[config.mk]
export PLATFORM = sky130hd
export DESIGN_NAME = spdif_lock_ctrl
export DESIGN_NICKNAME = d
export VERILOG_FILES = /design/src/rtl/spdif_lock_ctrl.sv
export SDC_FILE = /design/constraint.sdc
export NUM_CORES = 1
export LEC_CHECK = 0
export CORE_AREA = 2 2 121 123
export DETAILED_ROUTE_END_ITERATION = 10
export DIE_AREA = 0 0 123 125
export PLACE_DENSITY = 0.53
export SETUP_SLACK_MARGIN = 0.3
export SLEW_MARGIN = 20
export SYNTH_ARGS = -nofsm -noshare
export SYNTH_HDL_FRONTEND = slang
export SYNTH_SLANG_ARGS = --single-unit
[constraint.sdc]
create_clock -name clk -period 14.6 [get_ports clk]
set_input_delay 2.92 -clock clk [delete_from_list [all_inputs] [get_ports clk]]
set_output_delay 2.92 -clock clk [all_outputs]
set_load 0.02 [all_outputs]
[src/rtl/spdif_lock_ctrl.sv]
// S/PDIF lock controller: interval classifier, preamble detector and lock FSM.
// Optional loss statistics: define SPDIF_LOCK_STATS_EN to add loss_cnt.
module spdif_lock_ctrl #(
    parameter int CNT_W    = 8,
    parameter int LOCK_PRE = 8,
    parameter int LOSS_MAX = 4
) (
    input  logic             clk,
    input  logic             resetb,
    input  logic             edge_in,
    output logic             locked,
    output logic [CNT_W-1:0] ui_len,
    output logic             pre_stb,
    output logic [1:0]       pre_type,
    output logic             err_stb
`ifdef SPDIF_LOCK_STATS_EN
    ,
    output logic [15:0]      loss_cnt
`endif
);

    localparam int XW = CNT_W + 2;
    localparam int GW = $clog2(LOCK_PRE + 1);
    localparam int EW = $clog2(LOSS_MAX + 1);
    localparam logic [CNT_W-1:0] CMAX = '1;

    typedef enum logic [1:0] {
        SEARCH,
        TRAIN,
        LOCKED
    } state_t;

    typedef enum logic [1:0] {
        C1,
        C2,
        C3,
        CE
    } cls_t;

    state_t           state, state_n;
    cls_t             cls;
    logic [CNT_W-1:0] cnt;
    logic [CNT_W-1:0] min_len, min_n, min_new, ui_n;
    logic [5:0]       ecnt, ecnt_n;
    logic [GW-1:0]    good_cnt, good_n, good_inc;
    logic [EW-1:0]    err_cnt, err_n, err_inc;
    logic             pend, pend_n;
    logic             pre_stb_n, err_stb_n;
    logic [1:0]       pre_type_n;
    logic             valid, timeout, pre_hit;
    logic [XW-1:0]    u_x, h_x, len_x, t1, t2, t3;

    assign valid    = edge_in && (cnt >= CNT_W'(2));
    assign timeout  = (state != SEARCH) && (cnt == CMAX);
    assign good_inc = good_cnt + GW'(1);
    assign err_inc  = err_cnt + EW'(1);
    assign locked   = (state == LOCKED);

    // Interval counter: restarts on every edge, sticks at full scale.
    always_ff @(posedge clk) begin
        if (!resetb) begin
            cnt <= CNT_W'(1);
        end else if (edge_in) begin
            cnt <= CNT_W'(1);
        end else if (cnt != CMAX) begin
            cnt <= cnt + CNT_W'(1);
        end
    end

    // Classify the interval ending now against 1.5U, 2.5U and 3.5U.
    always_comb begin
        u_x   = {2'b00, ui_len};
        h_x   = u_x >> 1;
        t1    = u_x + h_x;
        t2    = t1 + u_x;
        t3    = t2 + u_x;
        len_x = {2'b00, cnt};
        if (len_x <= t1) begin
            cls = C1;
        end else if (len_x <= t2) begin
            cls = C2;
        end else if (len_x <= t3) begin
            cls = C3;
        end else begin
            cls = CE;
        end
    end

    // Next-state logic for the lock FSM, preamble tracker and strobes.
    always_comb begin
        state_n    = state;
        ui_n       = ui_len;
        min_n      = min_len;
        ecnt_n     = ecnt;
        good_n     = good_cnt;
        err_n      = err_cnt;
        pend_n     = pend;
        pre_stb_n  = 1'b0;
        pre_type_n = pre_type;
        err_stb_n  = 1'b0;
        min_new    = (cnt < min_len) ? cnt : min_len;
        pre_hit    = valid && pend && (cls != CE);

        if (valid) begin
            // The second pulse of an M is a C3 but never opens a new preamble.
            pend_n    = !pend && (cls == C3);
            err_stb_n = (cls == CE);
        end

        if (pre_hit) begin
            pre_stb_n = 1'b1;
            unique case (cls)
                C1:      pre_type_n = 2'd0;
                C3:      pre_type_n = 2'd1;
                C2:      pre_type_n = 2'd2;
                default: pre_type_n = pre_type;
            endcase
        end

        if (timeout) begin
            state_n   = SEARCH;
            err_stb_n = 1'b1;
        end else begin
            unique case (state)
                SEARCH: begin
                    if (valid) begin
                        if (ecnt == 6'd63) begin
                            ecnt_n = '0;
                            min_n  = '1;
                            if (min_new >= CNT_W'(2)) begin
                                ui_n    = min_new;
                                state_n = TRAIN;
                                good_n  = '0;
                            end
                        end else begin
                            ecnt_n = ecnt + 6'd1;
                            min_n  = min_new;
                        end
                    end
                end
                TRAIN: begin
                    if (valid && (cls == CE)) begin
                        state_n = SEARCH;
                    end else if (pre_hit) begin
                        if (good_inc == GW'(LOCK_PRE)) begin
                            state_n = LOCKED;
                        end else begin
                            good_n = good_inc;
                        end
                    end
                end
                LOCKED: begin
                    if (valid && (cls == CE)) begin
                        if (err_inc == EW'(LOSS_MAX)) begin
                            state_n = SEARCH;
                        end else begin
                            err_n = err_inc;
                        end
                    end else if (pre_hit) begin
                        err_n = '0;
                    end
                end
                default: state_n = SEARCH;
            endcase
        end

        // Fresh search statistics on every re-entry; ui_len is kept.
        if ((state_n == SEARCH) && (state != SEARCH)) begin
            good_n = '0;
            err_n  = '0;
            min_n  = '1;
            ecnt_n = '0;
        end
    end

    // State and registered outputs.
    always_ff @(posedge clk) begin
        if (!resetb) begin
            state    <= SEARCH;
            ui_len   <= '0;
            min_len  <= '1;
            ecnt     <= '0;
            good_cnt <= '0;
            err_cnt  <= '0;
            pend     <= 1'b0;
            pre_stb  <= 1'b0;
            pre_type <= 2'd0;
            err_stb  <= 1'b0;
        end else begin
            state    <= state_n;
            ui_len   <= ui_n;
            min_len  <= min_n;
            ecnt     <= ecnt_n;
            good_cnt <= good_n;
            err_cnt  <= err_n;
            pend     <= pend_n;
            pre_stb  <= pre_stb_n;
            pre_type <= pre_type_n;
            err_stb  <= err_stb_n;
        end
    end

`ifdef SPDIF_LOCK_STATS_EN
    // Count lock losses, saturating.
    always_ff @(posedge clk) begin
        if (!resetb) begin
            loss_cnt <= '0;
        end else if ((state == LOCKED) && (state_n == SEARCH) &&
                     (loss_cnt != 16'hFFFF)) begin
            loss_cnt <= loss_cnt + 16'd1;
        end
    end
`endif

endmodule

* Word level (Yosys, flattened, before mapping)
Index checks and enable logic that the tools add are counted.
** Word-level totals
- Flip-flop bits (word level) :: 44
- Output and inout bits :: 13
** Operators by class
- $add $sub $neg :: 7
- Magnitude comparators :: 6
- Eq/ne operators :: 18
- Mux-type cells :: 30
- Bitwise logic cells :: 2
- Reduce and logical (&&, ||, !) cells :: 22
** Operators with widths (count)
- $mux 4 :: 6
- $mux 2 :: 11
- $le 8x10->1 :: 2
- $ge 8x2->1 const B :: 2
- $mux 8 :: 2
- $ne 2x2->1 const B :: 8
- $pmux 2 s3 :: 2
- $add 10x8->10 :: 1
- $add 9x8->10 :: 1
- $add 8x7->9 :: 1
- $le 8x9->1 :: 1
- $mux 3 :: 3
- $add 8x1->8 const B :: 1
- $eq 8x8->1 const B :: 1
- $lt 8x8->1 :: 1
- $ne 8x8->1 const B :: 1
- $pmux 4 s2 :: 1
- $reduce_and 8->1 :: 1
- $logic_and 1x1->1 :: 7
- $add 6x1->6 const B :: 1
- $eq 2x2->1 const B :: 3
- $eq 6x6->1 const B :: 1
- $logic_not 2->1 :: 3
- $mux 6 :: 1
- other kinds (15) :: 23

* Logic depth before layout (Yosys ltp)
- Word-level depth :: 16
- Depth in mapped cells :: 28
- Mapped depth without buffers :: 27

* Least setup slack after synthesis
OpenSTA, ideal clock, no wires.
- Kind :: register -> register
- Start point :: register ui_len[1]
- End point :: register min_len[0]
- Library setup time :: 0.123 ns
- Data arrival time :: 4.901 ns
- Data required time :: 14.477 ns
- Setup slack :: 9.576 ns
- Stages on the path, launching flop included :: 27
- Path buffers :: 0
- Period minus slack after synthesis :: 5.024 ns
- Cells stage by stage :: dfxtp_1 > ha_1 > inv_1 > fa_1 > nor2b_1 > o21ai_0 > nand2b_1 > xor2_1 > ha_1 > o21a_1 > o31a_1 > o21ai_0 > nand2b_1 > xor2_1 > ha_1 > or2_2 > nand3_1 > xor2_1 > ha_1 > nand2_1 > a21oi_1 > o41ai_1 > a21oi_1 > and3_4 > a221oi_4 > o21a_1 > nand2_1
** On the way
- Cells in the longest elaborated chain, start to end :: 16
- Elaborated cells between the ends (all ways) :: 21
- Those cells by class :: 3 x add/sub; 3 x order compare; 2 x eq/ne; 8 x mux; 5 x reduce/logical
** RTL lines
- start, declared :: line 12 : output logic [CNT_W-1:0] ui_len,
- start signal, assigned :: line 191 : ui_len <= ui_n;
- $add 8x7->9 :: line 74 : t1 = u_x + h_x;
- $add 9x8->10 :: line 75 : t2 = t1 + u_x;
- $add 10x8->10 :: line 76 : t3 = t2 + u_x;
- $le 8x10->1 :: line 82 : end else if (len_x <= t3) begin
- $mux 1 :: line 82
- $mux 2 :: line 80 : end else if (len_x <= t2) begin
- $mux 2 (*) :: line 78 : if (len_x <= t1) begin
- $ne 2x2->1 :: line 102 : pre_hit = valid && pend && (cls != CE);
- $logic_and 1x1->1 :: line 102
- $mux 2 :: line 144 : end else if (pre_hit) begin
- $mux 2 :: line 142 : if (valid && (cls == CE)) begin
- $pmux 2 s3 (*) :: line 124 : unique case (state)
- $mux 2 (*) :: line 120 : if (timeout) begin
- $logic_not 2->1 (*) :: line 168 : if ((state_n == SEARCH) && (state != SEARCH)) begin
- $logic_and 1x1->1 (*) :: line 168
- $reduce_or 2->1 (no line) (*)
- end signal, assigned :: line 192 : min_len <= min_n;
- end, declared :: line 43 : logic [CNT_W-1:0] min_len, min_n, min_new, ui_n;
Mark *: on every way between the ends. The rest lies on a longest branch, timed or not.
A chain may end at the register's enable or synchronous reset.

* Final worst setup path
- Start point :: register ui_len[1]
- End point :: register good_cnt[3]
** On the way
- Cells in the longest elaborated chain, start to end :: 16
- Elaborated cells between the ends (all ways) :: 24
- Those cells by class :: 3 x add/sub; 3 x order compare; 4 x eq/ne; 8 x mux; 6 x reduce/logical
** RTL lines
- $add 8x7->9 :: line 74
- $add 9x8->10 :: line 75
- $add 10x8->10 :: line 76
- $le 8x10->1 :: line 82
- $mux 1 :: line 82
- $mux 2 :: line 80
- $mux 2 (*) :: line 78
- $ne 2x2->1 :: line 102
- $logic_and 1x1->1 :: line 102
- $mux 2 :: line 144
- $mux 2 :: line 142
- $pmux 2 s3 :: line 124
- $mux 2 :: line 120
- $logic_not 2->1 :: line 168
- $logic_and 1x1->1 :: line 168
- $reduce_or 2->1 (no line)
- end signal, assigned :: line 194 : good_cnt <= good_n;
- end, declared :: line 45 : logic [GW-1:0] good_cnt, good_n, good_inc;
Marked as above.

==> run_results.csv <==
group,metric,value,unit
setup_path,slowest_stage,"dfxtp_1",
clocking,cts-root-buf,"clkbuf_16",
synthesis,netlist-cell-type-count,67,
hold_path,min_path_type,"reg -> reg",
synthesis,netlist_area,4120,um^2
clocking,cts.sinks,44,
timing,tns,0,ps
setup_path,critPathRequiredTime,14750,ps
power,p_leak,2.01,nW
finish,drive_above_1_share,0.0706,
synthesis,syn-instance-count,501,
grt,grt_overflow,0,
grt,grt_pass1_vias,3521,
hold_path,min-delay-start,"pend",
timing,grt_setup_unrepaired,"no",
power,peakVddDrop,0.0388,mV
synthesis,seq_area_frac_synth,0.214,
synthesis,synth-edff-count,0,
timing,final.min_clock_period,5740,ps
power,powerDensity,57.7,nW/um^2
timing,fmax,174,MHz
setup_path,cp_top_family,"compound AO/OA/AOI/OAI gates",
synthesis,yosysWarnings,0,
setup_path,worstPathMaxFanout,13,
setup_path,worstPathArrival,5900,ps
setup_path,path_class,"reg -> reg",
floorplanning,rows,44,
run,maxCapViolCount,0,
route,wl_per_cell,14.6,um
grt,grt_max_degree,25,
setup_path,reg2reg_from,"ui_len[1]",
setup_path,critPathBufInv,1,
clocking,insertion_delay,290,ps
timing,worst_pin_slew,976,ps
timing,holdWs,495,ps
timing,slew_violations,0,
setup_path,cp-end-kind,"register",
placed_design,routabilityCongestion,0.780,
clocking,htree_levels,2,
grt,grt_pass1_wl,17.2,mm
route,vias,3574,
clocking,numCtsBuffers,5,
finish,diodes,0,
clocking,cts-hold-fix-buffers,0,
setup_path,max_stage_delay,490,ps
setup_path,r2r_slack,8860,ps
route,drc,0,
clocking,post_cts_buffers,0,
finish,fin_nets,575,
clocking,clkTransAtPathRegs,70,ps
timing,finalHoldViolCount,0,
route,vias_per_cell,5.15,
route,ant_nets,0,
placed_design,io_buffers,15,
route,drtPass1Iterations,4,
placed_design,dp_slack,8820,ps
synthesis,syn_nets,567,
setup_path,r2r_end,"good_cnt[3]",
timing,skew,9.75,ps
floorplanning,die_h,125,um
setup_path,cp-start-kind,"register",
setup_path,rr_worst_depth,25,
timing,period_share,0.393,
synthesis,synth_ff_type,"dfxtp_1",
route,wl,10.1,mm
timing,max-slew-margin-rel,0.349,
synthesis,async_reset_ff_frac,0,
hold_path,worstHoldEndpoint,"pend",
clocking,ctsResizeCount,0,
floorplanning,die_w,123,um
hold_path,hold_depth,2,
synthesis,yosys_register_bits,44,
grt,track_usage,0.139,
status,status,"finished, final reports clean",
clocking,cts_tree,"built",
floorplanning,die-area,15400,um^2
clocking,cts_buffer_depth,2,
grt,antenna_found_initial,0,
timing,fin_ws,8860,ps
floorplanning,core,14200,um^2
finish,area_delta_synth_final,11.0,%
placed_design,hpwl,8.02,mm
route,drt_iter0_markers,213,
synthesis,synth_area_per_cell,8.22,um^2
floorplanning,ios,16,
floorplanning,initial_core_util,0.290,
timing,setup_viol,0,
## logic make-up after synthesis
logic type | after synthesis | synth area share
multiplexers | 8 | 0.0225
AO/OA/AOI/OAI | 138 | 0.246
buffers and inverters | 50 | 0.0525
flip-flops | 44 | 0.214
XOR/XNOR | 25 | 0.0531
AND/OR/NAND/NOR | 173 | 0.215
adder cells (fa/ha/maj) | 63 | 0.197
## cells in the mapped netlist, drive strengths merged, types with 2 or more instances
cell type | count | share of area
ha | 60 | 0.18
o22ai | 9 | 0.014
or2 | 3 | 0.0052
o211ai | 2 | 0.0036
a211oi | 5 | 0.012
nand3b | 2 | 0.0036
mux2i | 8 | 0.022
nor2b | 12 | 0.020
xor2 | 15 | 0.032
o21bai | 5 | 0.0091
a311oi | 2 | 0.0073
o211a | 8 | 0.019
fa | 3 | 0.015
nor4 | 2 | 0.0046
and3 | 9 | 0.015
inv | 35 | 0.032
nor4b | 2 | 0.0043
nand4 | 7 | 0.011
nand2b | 6 | 0.0091
xnor2 | 10 | 0.021
or3 | 4 | 0.0061
nor3 | 12 | 0.015
o31ai | 2 | 0.0061
o31a | 2 | 0.0043
nand2 | 45 | 0.041
and2 | 7 | 0.011
nor2 | 36 | 0.035
clkbuf | 7 | 0.0067
a21oi | 33 | 0.046
a31oi | 8 | 0.014
a21o | 11 | 0.020
o21ai | 27 | 0.036
dfxtp | 44 | 0.21
o21a | 10 | 0.018
a211o | 2 | 0.0043
nand3 | 22 | 0.027
buf | 8 | 0.014
## registers in the layout (all words and copies together) (netlist names)
signal and count:
cnt 8, ecnt 6, err_cnt 3, err_stb 1, good_cnt 4, min_len 8, pend 1, pre_stb 1
pre_type 2, state 2, ui_len 8
## final cells by class
class                   instances  area (um^2)
fillers                      1516         9630
multi-input cells             407         3020
flip-flops and latches         44          881
well taps                     184          230
repair buffers                 16          158
clock buffers                   7          143
inverters                      35          131
clock inverters                 1         7.51
## worst max-delay path by stage
stage / from / end / cells after the start
after detailed placement: edge_in / ui_len[0] / 8
final: ui_len[1] / good_cnt[3] / 25
after floorplan: ui_len[1] / min_len[0] / 26
after global routing: ui_len[1] / good_cnt[3] / 25
after CTS: ui_len[1] / good_cnt[3] / 25
after global placement: edge_in / ui_len[0] / 8
## layout by cell type, fill, tap and decap left out, types with 12 or more instances in the layout
master,Yosys,routed
ha_1,60,60
nand2_1,45,45
dfxtp_1,44,44
inv_1,35,35
nor2_1,32,32
a21oi_1,26,26
o21ai_0,26,26
nand3_1,22,22
xor2_1,15,15
clkdlybuf4s50_1,0,15
nor3_1,12,12
## metal layers
metal,share of wire,vias to the layer above,global-route usage
met5,0,-,0
li1,-,1828,-
met3,0.024,9,0.0187
met1,0.50,1679,0.184
met2,0.47,58,0.238
met4,0.013,0,0.0301
## worst register-to-register path: cells and delay by family (launching register included)
family | cells | cell delay (ps)
AOI/OAI and AO/OA | 11 | 2220
xor gates and xnor gates | 2 | 340
adders and majority gates | 5 | 1640
buffers and inverters | 1 | 100
DFF | 1 | 490
and+or+nand+nor | 6 | 830
## through the flow
| stage | std cells | total power, W | utilization | instance area (um^2) |
|---|---|---|---|---|
| floorplan | 501 | 0.000147 | - | 4120 |
| global placement | 686 | 0.000151 | 0.311 | 4420 |
| detailed placement | 686 | 0.000152 | 0.311 | 4420 |
| CTS | 694 | 0.000267 | 0.322 | 4570 |
| global route | 694 | 0.000276 | 0.322 | 4570 |
| finish | 694 | 0.000264 | 0.322 | 4570 |
## where the power goes
group	switching, W	leakage [nW]	internal (W)	total (W)
clock network	0.0000467	0.0701	0.0000682	0.000115
registers	0.00000341	0.356	0.000122	0.000126
logic	0.0000145	1.59	0.00000885	0.0000233
total	0.0000646	2.01	0.000199	0.000264
Note: power is estimated with default switching activity, not from simulation.
